## src/rtl/alu_bitserial_seq_pkg.sv

```systemverilog
// Shared types and constants for the bit-serial ALU sequencer.
// Holds the sequencer state encoding and the alu_1bit op-select codes.
package alu_pkg;

  typedef enum logic [1:0] {
    IDLE = 2'd0,
    RUN  = 2'd1,
    DONE = 2'd2
  } seq_state_t;

  localparam logic [1:0] S_OP_AND = 2'b00;
  localparam logic [1:0] S_OP_OR  = 2'b01;
  localparam logic [1:0] S_OP_ADD = 2'b10;
  localparam logic [1:0] S_OP_XOR = 2'b11;

endpackage

```

## src/rtl/alu_bitserial_seq_if.sv

```systemverilog
// Operand/result bundle between the sequencer and its neighbours.
// A transfer on either side happens on a rising clk edge where valid && ready are both high;
// valid must not depend on ready, and the payload is only meaningful while valid is high.
interface alu_bitserial_seq_if #(
    parameter int WIDTH = 8
);

    logic             in_valid;
    logic             in_ready;
    logic [WIDTH-1:0] a_in;
    logic [WIDTH-1:0] b_in;
    logic [1:0]       s_op_in;
    logic             cin_in;
    logic             b_inv_in;
    logic             out_valid;
    logic             out_ready;
    logic [WIDTH-1:0] result;
    logic             cout_out;
    logic             zero;

    modport slave (
        input  in_valid, a_in, b_in, s_op_in, cin_in, b_inv_in, out_ready,
        output in_ready, out_valid, result, cout_out, zero
    );

    modport master (
        output in_valid, a_in, b_in, s_op_in, cin_in, b_inv_in, out_ready,
        input  in_ready, out_valid, result, cout_out, zero
    );

endinterface

```

## src/rtl/alu_bitserial_seq_alu_1bit.sv

```systemverilog
// One-bit ALU slice driven serially by the sequencer.
// Logic ops produce no carry, so cout is 0 for everything except add.
module alu_1bit
    import alu_pkg::*;
(
    input  logic       a,
    input  logic       b,
    input  logic       cin,
    input  logic [1:0] s_op,
    output logic       z,
    output logic       cout
);

    always_comb begin
        z    = 1'b0;
        cout = 1'b0;
        case (s_op)
            S_OP_AND: z = a & b;
            S_OP_OR:  z = a | b;
            S_OP_ADD: begin
                z    = a ^ b ^ cin;
                cout = (a & b) | (a & cin) | (b & cin);
            end
            default:  z = a ^ b;
        endcase
    end

endmodule

```

## src/rtl/alu_bitserial_seq.sv

```systemverilog
// Bit-serial sequencer: loads an operand pair, feeds alu_1bit LSB first for WIDTH cycles,
// then holds the assembled result and final carry until downstream takes them.
module alu_bitserial_seq
    import alu_pkg::*;
#(
    parameter int WIDTH = 8
) (
    input  logic                clk,
    input  logic                rst_n,
    alu_bitserial_seq_if.slave  bus,
    output seq_state_t          dbg_state
);

    localparam int              CW       = (WIDTH > 1) ? $clog2(WIDTH) : 1;
    localparam logic [CW-1:0]   CNT_LAST = CW'(WIDTH - 1);

    seq_state_t       state;
    seq_state_t       state_next;
    logic [WIDTH-1:0] a_sr;
    logic [WIDTH-1:0] b_sr;
    logic [WIDTH-1:0] res;
    logic [1:0]       op_q;
    logic             carry;
    logic [CW-1:0]    cnt;
    logic             z;
    logic             cout;
    logic             load;
    logic             step;

    always_ff @(posedge clk or negedge rst_n) begin
        if (!rst_n) begin
            state <= IDLE;
        end else begin
            state <= state_next;
        end
    end

    always_comb begin
        state_next = state;
        load       = 1'b0;
        step       = 1'b0;
        case (state)
            IDLE: begin
                if (bus.in_valid) begin
                    load       = 1'b1;
                    state_next = RUN;
                end
            end
            RUN: begin
                step = 1'b1;
                if (cnt == CNT_LAST) begin
                    state_next = DONE;
                end
            end
            DONE: begin
                if (bus.out_ready) begin
                    state_next = IDLE;
                end
            end
            default: state_next = IDLE;
        endcase
    end

    // Result fills from the top: bit 0 lands in res[0] after exactly WIDTH shifts.
    always_ff @(posedge clk or negedge rst_n) begin
        if (!rst_n) begin
            a_sr  <= '0;
            b_sr  <= '0;
            res   <= '0;
            op_q  <= S_OP_ADD;
            carry <= 1'b0;
            cnt   <= '0;
        end else if (load) begin
            a_sr  <= bus.a_in;
            b_sr  <= bus.b_inv_in ? ~bus.b_in : bus.b_in;
            op_q  <= bus.s_op_in;
            carry <= bus.cin_in;
            cnt   <= '0;
        end else if (step) begin
            a_sr  <= a_sr >> 1;
            b_sr  <= b_sr >> 1;
            res   <= {z, res[WIDTH-1:1]};
            carry <= cout;
            cnt   <= cnt + CW'(1);
        end
    end

    alu_1bit u_alu (
        .a    (a_sr[0]),
        .b    (b_sr[0]),
        .cin  (carry),
        .s_op (op_q),
        .z    (z),
        .cout (cout)
    );

    assign bus.in_ready  = (state == IDLE);
    assign bus.out_valid = (state == DONE);
    assign bus.result    = res;
    assign bus.cout_out  = carry;
    assign bus.zero      = (res == '0);
    assign dbg_state     = state;

endmodule
```

## src/flat_wrapper.sv

```systemverilog
// flat-port wrapper written by rule: the top's interface ports become plain ports
module alu_bitserial_seq_flat import alu_pkg::*;
#(
    parameter int WIDTH = 8
)
  (clk, rst_n, dbg_state, bus_in_valid, bus_a_in, bus_b_in, bus_s_op_in, bus_cin_in, bus_b_inv_in, bus_out_ready, bus_in_ready, bus_out_valid, bus_result, bus_cout_out, bus_zero);
  alu_bitserial_seq_if #(.WIDTH(WIDTH)) bus_i ();
  input  logic clk;
  input  logic rst_n;
  output seq_state_t dbg_state;
  input wire logic [$bits(bus_i.in_valid)-1:0] bus_in_valid;
  input wire logic [$bits(bus_i.a_in)-1:0] bus_a_in;
  input wire logic [$bits(bus_i.b_in)-1:0] bus_b_in;
  input wire logic [$bits(bus_i.s_op_in)-1:0] bus_s_op_in;
  input wire logic [$bits(bus_i.cin_in)-1:0] bus_cin_in;
  input wire logic [$bits(bus_i.b_inv_in)-1:0] bus_b_inv_in;
  input wire logic [$bits(bus_i.out_ready)-1:0] bus_out_ready;
  output wire logic [$bits(bus_i.in_ready)-1:0] bus_in_ready;
  output wire logic [$bits(bus_i.out_valid)-1:0] bus_out_valid;
  output wire logic [$bits(bus_i.result)-1:0] bus_result;
  output wire logic [$bits(bus_i.cout_out)-1:0] bus_cout_out;
  output wire logic [$bits(bus_i.zero)-1:0] bus_zero;
  assign bus_i.in_valid = bus_in_valid;
  assign bus_i.a_in = bus_a_in;
  assign bus_i.b_in = bus_b_in;
  assign bus_i.s_op_in = bus_s_op_in;
  assign bus_i.cin_in = bus_cin_in;
  assign bus_i.b_inv_in = bus_b_inv_in;
  assign bus_i.out_ready = bus_out_ready;
  assign bus_in_ready = bus_i.in_ready;
  assign bus_out_valid = bus_i.out_valid;
  assign bus_result = bus_i.result;
  assign bus_cout_out = bus_i.cout_out;
  assign bus_zero = bus_i.zero;
  alu_bitserial_seq #(.WIDTH(WIDTH)) u_core (.clk(clk), .rst_n(rst_n), .bus(bus_i), .dbg_state(dbg_state));
endmodule
```

## config.mk

```make
export PLATFORM = sky130hd
export DESIGN_NAME = alu_bitserial_seq_flat
export DESIGN_NICKNAME = d
export VERILOG_FILES = /design/src/rtl/alu_bitserial_seq_pkg.sv /design/src/rtl/alu_bitserial_seq_if.sv /design/src/rtl/alu_bitserial_seq_alu_1bit.sv /design/src/rtl/alu_bitserial_seq.sv /design/src/flat_wrapper.sv
export SDC_FILE = /design/constraint.sdc
export NUM_CORES = 1
export LEC_CHECK = 0
export ABC_CLOCK_PERIOD_IN_PS = 3100
export CORE_ASPECT_RATIO = 1.25
export CORE_MARGIN = 2
export CORE_UTILIZATION = 38
export DETAILED_ROUTE_END_ITERATION = 16
export PLACE_DENSITY = 0.62
export SLEW_MARGIN = 20
export SYNTH_ARGS = -nofsm -noshare
export SYNTH_HDL_FRONTEND = slang
export SYNTH_SLANG_ARGS = --single-unit
```

## constraint.sdc

```tcl
create_clock -name clk -period 3.1 [get_ports clk]
set_clock_uncertainty 0.2 [all_clocks]
set_input_delay 0.62 -clock clk [delete_from_list [all_inputs] [get_ports clk]]
set_output_delay 0.62 -clock clk [all_outputs]
set_load 0.01 [all_outputs]
```

==> summary.md <==
| Metric | Value |
|---|---|
| Antenna cell count | `0` |
| # DRC | `0` |
| CTS max path bufs | `2` |
| CP Max Fanout | `4` |
| Hold Vio Cnt, Final | `0` |
| Synthesized area | `0.00153 mm^2` |
| Synthesis Warnings | `0` |
| Power Total | `0.00179 W` |
| H-Tree Level Count | `2` |
| Tot GR Track Use | `0.166` |
| Synthesized Nets | `189` |
| Die Y-Extent | `75.0 um` |
| Row cnt | `25` |
| Hold Slack | `0.285 ns` |
| Post-cts gate resize count | `0` |
| Die Area | `0.00456 mm^2` |
| PwrDens | `893 mW/mm^2` |
| Dpl cells | `244` |
| Max-cap violations | `0` |
| Clock network fraction of total power | `0.163` |
| # fillers | `374` |
| Sw Ratio | `0.376` |
| Routed wl met2 | `1.55 mm` |
| Detailed Route Iter0 Violations | `89` |
| Core area | `0.00382 mm^2` |
| Relative slew slack | `0.305` |
| Finished Layout Cells | `251` |
| Worst Path Buf+Inv | `1` |
| RSZ-0062 raised after global routing | `false` |
| Layout cell share with drive strength beyond 1 | `0.0660` |
| Hpwl dp | `2.19 mm` |
| 1st-pass router iterations | `4` |
| Clock-pin slew on the worst setup and hold paths | `0.06 ns` |
| Metal3 WL | `186 um` |
| Remaining antenna violation count | `0` |
| Synthesized flop and latch total | `32` |
| Port Buffers | `37` |
| Final Wtd Congestion | `0.741` |
| Sequential share of power | `0.418` |
| Top cell type's share of synthesized area | `0.507` |
| Final critical-path required period | `2.66 ns` |
| Synth cell types | `29` |
| Antenna violations before repair | `0` |
| Startpoint types | `register` |
| Clk sinks | `32` |
| Fin crit share | `0.858` |
| DR vias/cell | `4.91` |
| CP Data Required Time | `2.28 ns` |
| Top routing layer used | `met4` |
| Syn Area/Cell | `9.57 um^2` |
| Setup Viol. Count Final | `0` |
| Vias in the first global route | `1179` |
| Arr. time, crit path | `1.84 ns` |
| Total congestion overflow | `0` |
| Fin. max-slew vios | `0` |
| Sequential element share of the synthesized area | `0.524` |
| Final wirelength | `3.09 mm` |
| CTS Root Cell | `clkbuf_8` |
| Power share of the combinational group | `0.419` |
| DR WL/cell | `12.3 um` |
| Final #Nets | `226` |
| Num CTS Buffers | `5` |
| Worst Hold Class | `register to register` |
| Static leakage | `0.935 nW` |
| Setup TNS | `0 ns` |
| Via Count | `1232` |
| Worst-Margin Slew | `1.04 ns` |
| Postcts setup bufs | `0` |
| CP top delay family | `simple AND/OR/NAND/NOR gates` |
| CP Capture Type | `output port` |
| M1 WL | `1.31 mm` |
| Die X | `60.8 um` |
| Most common cell after layout, fill and taps aside | `nand2_1` |
| CP Class | `register to output port` |
| Mapped Cells | `160` |
| CTS tree | `done` |
| Top cells by area, synth | `dfrtp_1, nand2_1, a22oi_1, a221o_1, ha_1` |
| Outcome | `complete, no violations` |
| Critical Path Max Stage Delay | `0.53 ns` |
| Most area-hungry cell type in the Yosys netlist | `dfrtp_1` |
| Cell Int Power | `0.00112 W` |
| Crit-path cells | `or4_1 > nor2_1 > clkdlybuf4s50_1` |
| Starting Density | `0.401` |
| Top-level I/O count | `38` |
| Post-route core utilization | `0.525` |
| First-pass GRT wire length | `5.49 mm` |
| Pin count of the biggest net entering global routing | `33` |
| Switching power | `0.000672 W` |
| Worst VDD drop | `0.304 mV` |
| Critical Path Slowest Stage Cell | `or4_1` |
| Clock latency on the worst-skew pair | `0.28 ns` |
| FMAX | `376 MHz` |
| Post-CTS Hold Fix Bufs | `0` |
| Commonest cells after routing, fill and taps aside | `nand2_1, clkdlybuf4s50_1, dfrtp_1` |
| Synth-to-Final Area Change | `30.8%` |
==> worst register-to-register path: stages, from the launching register on <==
cell and delay, ns:
dfrtp_1 0.45, o21bai_1 0.85, a221o_1 0.29
==> routing by layer <==
metal  global-route usage  up-vias
met1                0.209      580
met5                    0        -
met3               0.0533        6
li1                     -      603
met2                0.268       43
met4               0.0580        0
==> per-stage QoR <==
step / instance area (um^2) / worst slack, ns
floorplan: 1530 / 1.16
global placement: 1930 / 0.742
detailed placement: 1930 / 0.635
CTS: 2000 / 0.420
global route: 2000 / 0.327
finish: 2000 / 0.439
==> area by class of cell <==
cell class                      instances  area, um^2  share of cell area
Sequential cell                        32         802               0.400
Multi-Input combinational cell        115         652               0.325
Timing Repair Buffer                   40         393               0.196
Clock buffer                            6        72.6              0.0362
Tap cell                               54        67.6              0.0337
Inverter                                3        11.3             0.00562
Clock inverter                          1        5.00             0.00250
==> registers in the layout, summed over array words and instances (netlist names) <==
name                 flops
u_core.a_sr              8
u_core.b_sr              8
u_core.bus.result        8
u_core.cnt               3
u_core.dbg_state         2
u_core.op_q              2
u_core.bus.cout_out      1
==> cell usage after synthesis <==
cell,n
nor2b_1,1
buf_6,1
o21ai_0,3
o21bai_1,1
or4_1,2
a22o_1,1
nor3_1,1
o21ai_2,1
nand3_1,5
or3b_1,1
nand2b_1,1
inv_1,3
dfrtp_1,31
mux2_2,1
buf_2,8
o311ai_1,1
a31oi_1,3
nor2_1,9
nor3b_1,1
a221o_1,5
fa_1,1
and2b_2,1
xnor2_1,5
ha_1,4
buf_8,1
nand2_1,57
a22oi_1,7
xor2_1,3
dfstp_2,1
==> kinds of logic (layout without fill, tap and decap cells) <==
logic type,count (synthesis),count (layout),share of synthesized area
adders and majority gates,5,5,0.0458
and+or+nand+nor,79,79,0.216
DFF,32,32,0.524
buffers and inverters,13,50,0.0507
xor gates and xnor gates,8,8,0.0458
muxes,1,1,0.00735
AOI/OAI and AO/OA,22,22,0.111
==> final timing paths <==
path | end | slack, ns | start | depth (start not counted)
max | bus_zero | 0.44 | u_core.bus.result[5] | 3
min | u_core.a_sr[1] | 0.28 | u_core.a_sr[1] | 2
max reg2reg | u_core.bus.cout_out | 1.25 | u_core.dbg_state[0] | 2
min reg2reg | u_core.a_sr[1] | 0.28 | u_core.a_sr[1] | 2
max in group asynchronous | u_core.op_q[1] | 1.85 | rst_n | 2
min in group asynchronous | u_core.bus.result[3] | 0.53 | rst_n | 2
==> power by group through the flow <==
stage / Sequential (W) / Combinational, W / Clock (W)
floorplan: 0.000744 / 0.000489 / 0
global placement: 0.000739 / 0.000727 / 0
detailed placement: 0.000752 / 0.000764 / 0
CTS: 0.000749 / 0.000764 / 0.000298
global route: 0.000779 / 0.000865 / 0.000322
finish: 0.000748 / 0.000750 / 0.000291
(Power assumes the default switching activity.)
